==> src/rtl/pio_timer.sv <==
// Parametrised I/O-and-timer block: NPORTS bidirectional ports, a prescaled
// interval timer and a port-0 MSB edge interrupt, all on phi2.
module pio_timer #(
    parameter int NPORTS  = 2,
    parameter int PORT_W  = 8,
    parameter int TIMER_W = 8
) (
    input  logic                     phi2,
    input  logic                     rst,
    input  logic                     cs,
    input  logic                     we_n,
    input  logic [4:0]               A,
    input  logic [PORT_W-1:0]        DI,
    output logic [PORT_W-1:0]        DO,
    output logic                     OE,
    input  logic [NPORTS*PORT_W-1:0] pi,
    output logic [NPORTS*PORT_W-1:0] po,
    output logic [NPORTS*PORT_W-1:0] ddr,
    output logic                     irq
);

    logic [TIMER_W-1:0] count;
    logic [9:0]         prescaler;
    logic [9:0]         div_m1;
    logic [1:0]         div_sel;
    logic               tflag, fast, tie;
    logic               eflag, eie, epol;
    logic               prev, prev_valid;
    logic               tick, underflow, edge_seen;
    logic               wr, rd;
    logic               port_sel, timer_sel, stat_sel, ectl_sel;
    logic [PORT_W-1:0]  rd_data;

    assign wr        = cs & ~we_n;
    assign rd        = cs & we_n;
    assign OE        = rd;
    assign port_sel  = ~A[4];
    assign timer_sel = (A[4:3] == 2'b10);
    assign stat_sel  = (A[4:3] == 2'b11) && (A[1:0] == 2'b00);
    assign ectl_sel  = (A[4:3] == 2'b11) && (A[1:0] == 2'b01);

    always_comb begin
        case (div_sel)
            2'b00:   div_m1 = 10'd0;
            2'b01:   div_m1 = 10'd7;
            2'b10:   div_m1 = 10'd63;
            default: div_m1 = 10'd1023;
        endcase
    end

    // After an underflow the timer ticks every cycle until software reloads or reads it.
    assign tick      = fast | (prescaler == div_m1);
    assign underflow = tick & (count == '0);
    assign edge_seen = epol ? (~prev & pi[PORT_W-1]) : (prev & ~pi[PORT_W-1]);
    assign irq       = (tflag & tie) | (eflag & eie);

    always_comb begin
        // NOTE: every always_comb output gets a default first so no path can infer a latch.
        rd_data = '0;
        if (port_sel) begin
            for (int p = 0; p < NPORTS; p++) begin
                if (A[3:1] == 3'(p)) begin
                    rd_data = A[0] ? ddr[p*PORT_W +: PORT_W]
                                   : (po[p*PORT_W +: PORT_W] & ddr[p*PORT_W +: PORT_W]) |
                                     (pi[p*PORT_W +: PORT_W] & ~ddr[p*PORT_W +: PORT_W]);
                end
            end
        end else if (timer_sel) begin
            rd_data = PORT_W'(count);
        end else if (stat_sel) begin
            rd_data[1:0] = {eflag, tflag};
        end else if (ectl_sel) begin
            rd_data[1:0] = {epol, eie};
        end
    end

    assign DO = rd_data;

    always_ff @(posedge phi2) begin
        if (rst) begin
            po         <= '0;
            ddr        <= '0;
            count      <= '0;
            prescaler  <= '0;
            div_sel    <= 2'b00;
            tflag      <= 1'b0;
            fast       <= 1'b0;
            tie        <= 1'b0;
            eflag      <= 1'b0;
            eie        <= 1'b0;
            epol       <= 1'b0;
            prev       <= 1'b0;
            prev_valid <= 1'b0;
        end else begin
            prev       <= pi[PORT_W-1];
            prev_valid <= 1'b1;

            if (tick) begin
                prescaler <= '0;
                count     <= count - 1'b1;
            end else begin
                prescaler <= prescaler + 1'b1;
            end

            // NOTE: non-blocking assignments later in this block override earlier ones,
            // so the statement order below encodes the collision priorities.
            if (rd && timer_sel) begin
                tflag <= 1'b0;
                fast  <= 1'b0;
                tie   <= A[2];
            end
            if (underflow) begin
                tflag <= 1'b1;
                fast  <= 1'b1;
            end

            if (rd && stat_sel)
                eflag <= 1'b0;
            if (prev_valid && edge_seen)
                eflag <= 1'b1;

            if (wr) begin
                if (port_sel) begin
                    for (int p = 0; p < NPORTS; p++) begin
                        if (A[3:1] == 3'(p)) begin
                            if (A[0]) ddr[p*PORT_W +: PORT_W] <= DI;
                            else      po[p*PORT_W +: PORT_W]  <= DI;
                        end
                    end
                end
                if (timer_sel) begin
                    count     <= DI[TIMER_W-1:0];
                    div_sel   <= A[1:0];
                    tie       <= A[2];
                    prescaler <= '0;
                    tflag     <= 1'b0;
                    fast      <= 1'b0;
                end
                if (ectl_sel) begin
                    eie  <= DI[0];
                    epol <= DI[1];
                end
            end
        end
    end

endmodule

==> config.mk <==
export PLATFORM = sky130hd
export DESIGN_NAME = pio_timer
export DESIGN_NICKNAME = d
export VERILOG_FILES = /design/src/rtl/pio_timer.sv
export SDC_FILE = /design/constraint.sdc
export NUM_CORES = 1
export LEC_CHECK = 0
export CAP_MARGIN = 20
export CORE_UTILIZATION = 49
export CTS_CLUSTER_DIAMETER = 50
export DETAILED_ROUTE_END_ITERATION = 8
export HOLD_SLACK_MARGIN = 0.02
export PLACE_DENSITY = 0.8
export SLEW_MARGIN = 30
export SYNTH_ARGS = -nofsm -noshare
export SYNTH_HDL_FRONTEND = slang
export SYNTH_SLANG_ARGS = --single-unit
==> constraint.sdc <==
create_clock -name phi2 -period 2.1 [get_ports phi2]
set_input_delay 0.315 -clock phi2 [delete_from_list [all_inputs] [get_ports phi2]]
set_output_delay 0.315 -clock phi2 [all_outputs]
set_load 0.05 [all_outputs]
* Word-level counts from Yosys, hierarchy flattened *
Cells that the tools add are included.

word-level totals
  input port bits = 33
  flip-flop bits (word level) = 60
  output and inout bits = 42

operators by class
  bitwise logic cells = 22
  equality and inequality tests = 7
  muxes and demuxes = 31
  reduce and logical (&&, ||, !) cells = 16
  $add $sub $neg = 2

operators by type and width
  operator                                              count
  two-way mux 8 bit                                     8
  AND 8 bit                                             4
  two-way mux 10 bit                                    3
  case mux 10 bit (3 select lines)                      1
  NOT 8 bit                                             2
  bitwise OR 8 bit                                      2
  AND reduction 4 bit                                   4
  two-way mux 1 bit                                     15
  adder 10 x 1 -> 10 bit (second input constant)        1
  equality test 10 bit                                  1
  logical NOT 8 bit                                     1
  subtractor 8 x 1 -> 8 bit (second input constant)     1
  AND 1 bit                                             7
  equality test 2 bit (second input constant)           3
  two-way mux 2 bit                                     3
  two-way mux 6 bit                                     1
  logical AND 1 bit                                     5
  NOT 1 bit                                             5
  equality test 2 x 1 -> 1 bit (second input constant)  2
  logical NOT 2 bit                                     2
  AND reduction 2 bit                                   2
  equality test 3 x 1 -> 1 bit (second input constant)  1
  logical NOT 3 bit                                     1
  bitwise OR 1 bit                                      2
  nonzero test 2 bit                                    1

* Longest topological paths before layout *
  depth after elaboration = 8
  depth in mapped cells = 7
  depth with buffers taken out = 5

* Least setup slack after synthesis *
No wires, ideal clock.

  kind = in2out
  from = input A[3]
  to = output DO[6]
  arrival time = 2,579 ps
  stages on the path = 5
  path slack = -794 ps
  path buffers = 2
  path through = clkbuf_1 > nor3b_1 > clkbuf_1 > a22oi_1 > o21ai_0

on the way
  word-level cells in the longest chain between the ends = 4
  elaborated cells between the ends (all ways) = 7
  those cells by class = eq/ne (2); mux (4); reduce/logical (1)

RTL lines
  what                            line  text
  start: declaration              12    input logic [4:0] A,
  logical NOT 3 bit               62    if (A[3:1] == 3'(p)) begin
  two-way mux 8 bit (2 in a row)  62
  two-way mux 8 bit (*)           60    if (port_sel) begin
  end: declaration                14    output logic [PORT_W-1:0] DO,

Mark *: on every way between the ends. The rest lies on a longest branch, timed or not.

* Worst setup path in the final report *
  from = register prescaler[6]
  to = register count[3]

on the way
  word-level cells in the longest chain between the ends = 5

RTL lines
  what                      line  text
  start: declaration        23    logic [9:0] prescaler;
  start signal: assignment  102   prescaler <= prescaler + 1'b1;
  equality test 10 bit (*)  52    assign tick = fast | (prescaler == div_m1);
  bitwise OR 1 bit (*)      52
  two-way mux 8 bit (*)     98    if (tick) begin
  two-way mux 8 bit         131   if (timer_sel) begin
  two-way mux 8 bit (*)     122   if (wr) begin
  end signal: assignment    100   count <= count - 1'b1;
  end signal: assignment    132   count <= DI[TIMER_W-1:0];
  end: declaration          22    logic [TIMER_W-1:0] count;

Marked as above.
A chain may end at the register's enable or synchronous reset.

==> out/results.tsv <==
metric	value	unit
synthesized area	2960	µm²
post-route cell area	4430	µm²
CTS tree	done	
vias in the first global route	3115	
CTS clk-pin slew, worst paths	60	ps
Critical Path Start	prescaler[6]	
sw frac	0.309	
Logic pwr share	0.261	
Unique masters post-synth	39	
gr usage total	0.307	
worst vdd ir	390	µV
router iterations before antenna repair	5	
syn_area_per_cell	7.45	µm²
Num CTS Buffers	9	
CP endpoint	count[3]	
Cells after Synth	397	
Fill cells	412	
CP peak stage delay	580	ps
R2R setup slack	0.07	ps
Critical Path RT	2350	ps
DRC Markers	0	
Worst EP arrival	2350	ps
fmax	476	MHz
io pins	75	
crit path kind	flop to flop	
ys flop type	dfxtp_1	
Slew headroom	0.628	
Seq/Total Area, Yosys	0.406	
worst r2r src	prescaler[6]	
worst-skew pair later-pin latency	340	ps
Nets	543	
Leakage Power	1.59	nW
die area	6350	µm²
Final Hold Fails	0	
# diodes	0	
core region area	5680	µm²
Initial Utilization	0.521	
final std cells w/o fill	583	
worst slew pin tran	551	ps
RePlAce Congestion	0.892	
dpl hpwl	6730	µm
hold depth	3	
H-tree depth	3	
clk sink count	60	
port bufs	74	
worst-case reg-to-reg path depth	5	
share of layout cells above drive strength 1	0.176	
Die X	79.7	µm
Async SR Flop Fraction	0	
sequential share of power	0.435	
syn nets	433	
Worst Setup End Kind	flop	
Post-Route WL	9900	µm
initial antenna violation count	0	
area grow syn2layout	49.8	%
Cell Rows	27	
Iter 0 DRT Violations	292	
max-slew violations	0	
Tmin final	2100	ps
count leader, synth	nand2_1	
CTS max path bufs	2	
pwr/cell area	673	nW/µm²
Slowest cell on crit path	or4_4	
vias per cell	5.99	
Final Util	0.781	
crit-path max FO	14	
Psw	0.922	mW
Setup TNS Final	0	ps
Routed Antenna Nets	0	
placement-stage cell area	4130	µm²
skew final	8.10	ps
CP startpoint kind	flop	
status	complete, no violations	
Post-synth EDFFs	0	
period utilisation layout	1.00	
Clock Power Share	0.304	
top post-synthesis cells by area	dfxtp_1 (41%), nand2_1 (9.1%), o21ai_0 (7.6%)	
Die Ht	79.7	µm
Final setup viols	0	
internal cell power	2.06	mW
max_cap viols	0	
critical-path cell list	or3_1 > a21oi_1 > nor2_2 > or4_4 > a311oi_2	
top-area cell type share of the netlist area	0.406	
total grt overflow	0	
worst r2r dst	count[3]	
largest net degree at the start of global routing	42	
Yosys reg bits	60	
number of vias in the routed layout	3495	
placed insts	560	
synth cell count leaders	nand2_1 (72), dfxtp_1 (60), o21ai_0 (45)	
synth warn	0	
cell taking the most area after synthesis	dfxtp_1	
first-pass GRT wire length	14900	µm
HP Class	primary input to flop	
Wirelength per Cell	17.0	µm
CTS root buf	clkbuf_8	
## final cells by class
| type | instances | area [µm²] | share of cell area |
|---|---|---|---|
| clock inverters | 2 | 10.0 | 0.00226 |
| clock buffers | 13 | 159 | 0.0359 |
| well taps | 72 | 90.1 | 0.0203 |
| multi-input cells | 310 | 1770 | 0.399 |
| inverters | 7 | 26.3 | 0.00593 |
| repair buffers | 119 | 1180 | 0.266 |
| flip-flops and latches | 60 | 1200 | 0.271 |
## flip-flops by register name (all words and copies together) (netlist names), 2 cells and up, named ones only
name / flops
prescaler: 10
count: 8
ddr: 16
po: 16
div_sel: 2
## what timing repair did
action,4_1_cts,5_1_grt
hold buffers,0,0
setup buffers,5,1
pin swaps,2,6
gates cloned,1,1
setup endpoints to repair,11,9
gates resized for setup,10,11
## cells in the final DEF (no fill, tap or decap), types with 5 or more instances in the layout
| master | synthesis | layout |
|---|---|---|
| a21oi_1 | 41 | 41 |
| a22oi_1 | 7 | 7 |
| a311oi_1 | 8 | 6 |
| buf_12 | 0 | 10 |
| buf_4 | 0 | 42 |
| clkbuf_8 | 0 | 11 |
| clkdlybuf4s50_1 | 0 | 61 |
| dfxtp_1 | 60 | 59 |
| inv_1 | 6 | 6 |
| nand2_1 | 72 | 72 |
| nand2b_1 | 6 | 6 |
| nand3_1 | 39 | 39 |
| nor2_1 | 31 | 30 |
| o21ai_0 | 45 | 36 |
| o21ai_1 | 0 | 5 |
| or3_1 | 8 | 8 |
## power groups by stage
stage / Combinational [mW] / Clock, mW / Sequential (mW)
floorplan: 0.394 / 0 / 1.29
global placement: 0.661 / 0 / 1.30
detailed placement: 0.676 / 0 / 1.31
CTS: 0.717 / 0.915 / 1.28
global route: 0.825 / 0.985 / 1.30
finish: 0.777 / 0.907 / 1.30
## logic make-up (layout without fill, tap and decap cells)
logic type	count (synthesis)	after routing	synth area share
buffers and inverters	28	141	0.0359
muxes	2	2	0.00677
and+or+nand+nor	178	178	0.276
adders and majority gates	3	3	0.0127
AOI/OAI and AO/OA	118	119	0.239
DFF	60	60	0.406
xor gates and xnor gates	8	8	0.0237
## worst max-delay path: cells and delay by family (launching register included)
kind	cells	cell delay, ps
compound gates	2	520
flops	1	360
simple gates	3	1120
## per-layer routing
layer,global-route usage,part of all wire,vias up
met2,0.482,0.48,205
li1,-,-,1636
met3,0.0720,0.075,41
met5,0,0,-
met4,0.149,0.031,0
met1,0.393,0.41,1613
## stage by stage
step / power [mW] / setup WS [ps] / hold slack (ps)
after floorplan: 1.68 / 9.73 / 390
after global placement: 1.96 / -74.3 / 442
after detailed placement: 1.98 / -120 / 451
after CTS: 2.92 / 2.57 / 437
after global routing: 3.12 / -55.8 / 464
final: 2.98 / 0.0739 / 447
## how the worst min path moves through the flow
stage	from	endpoint
CTS	A[2]	flop
detailed placement	flop	flop
global placement	flop	flop
floorplan	rst	prev_valid
finish	A[2]	flop
global route	A[2]	flop
(Power assumes the default switching activity.)
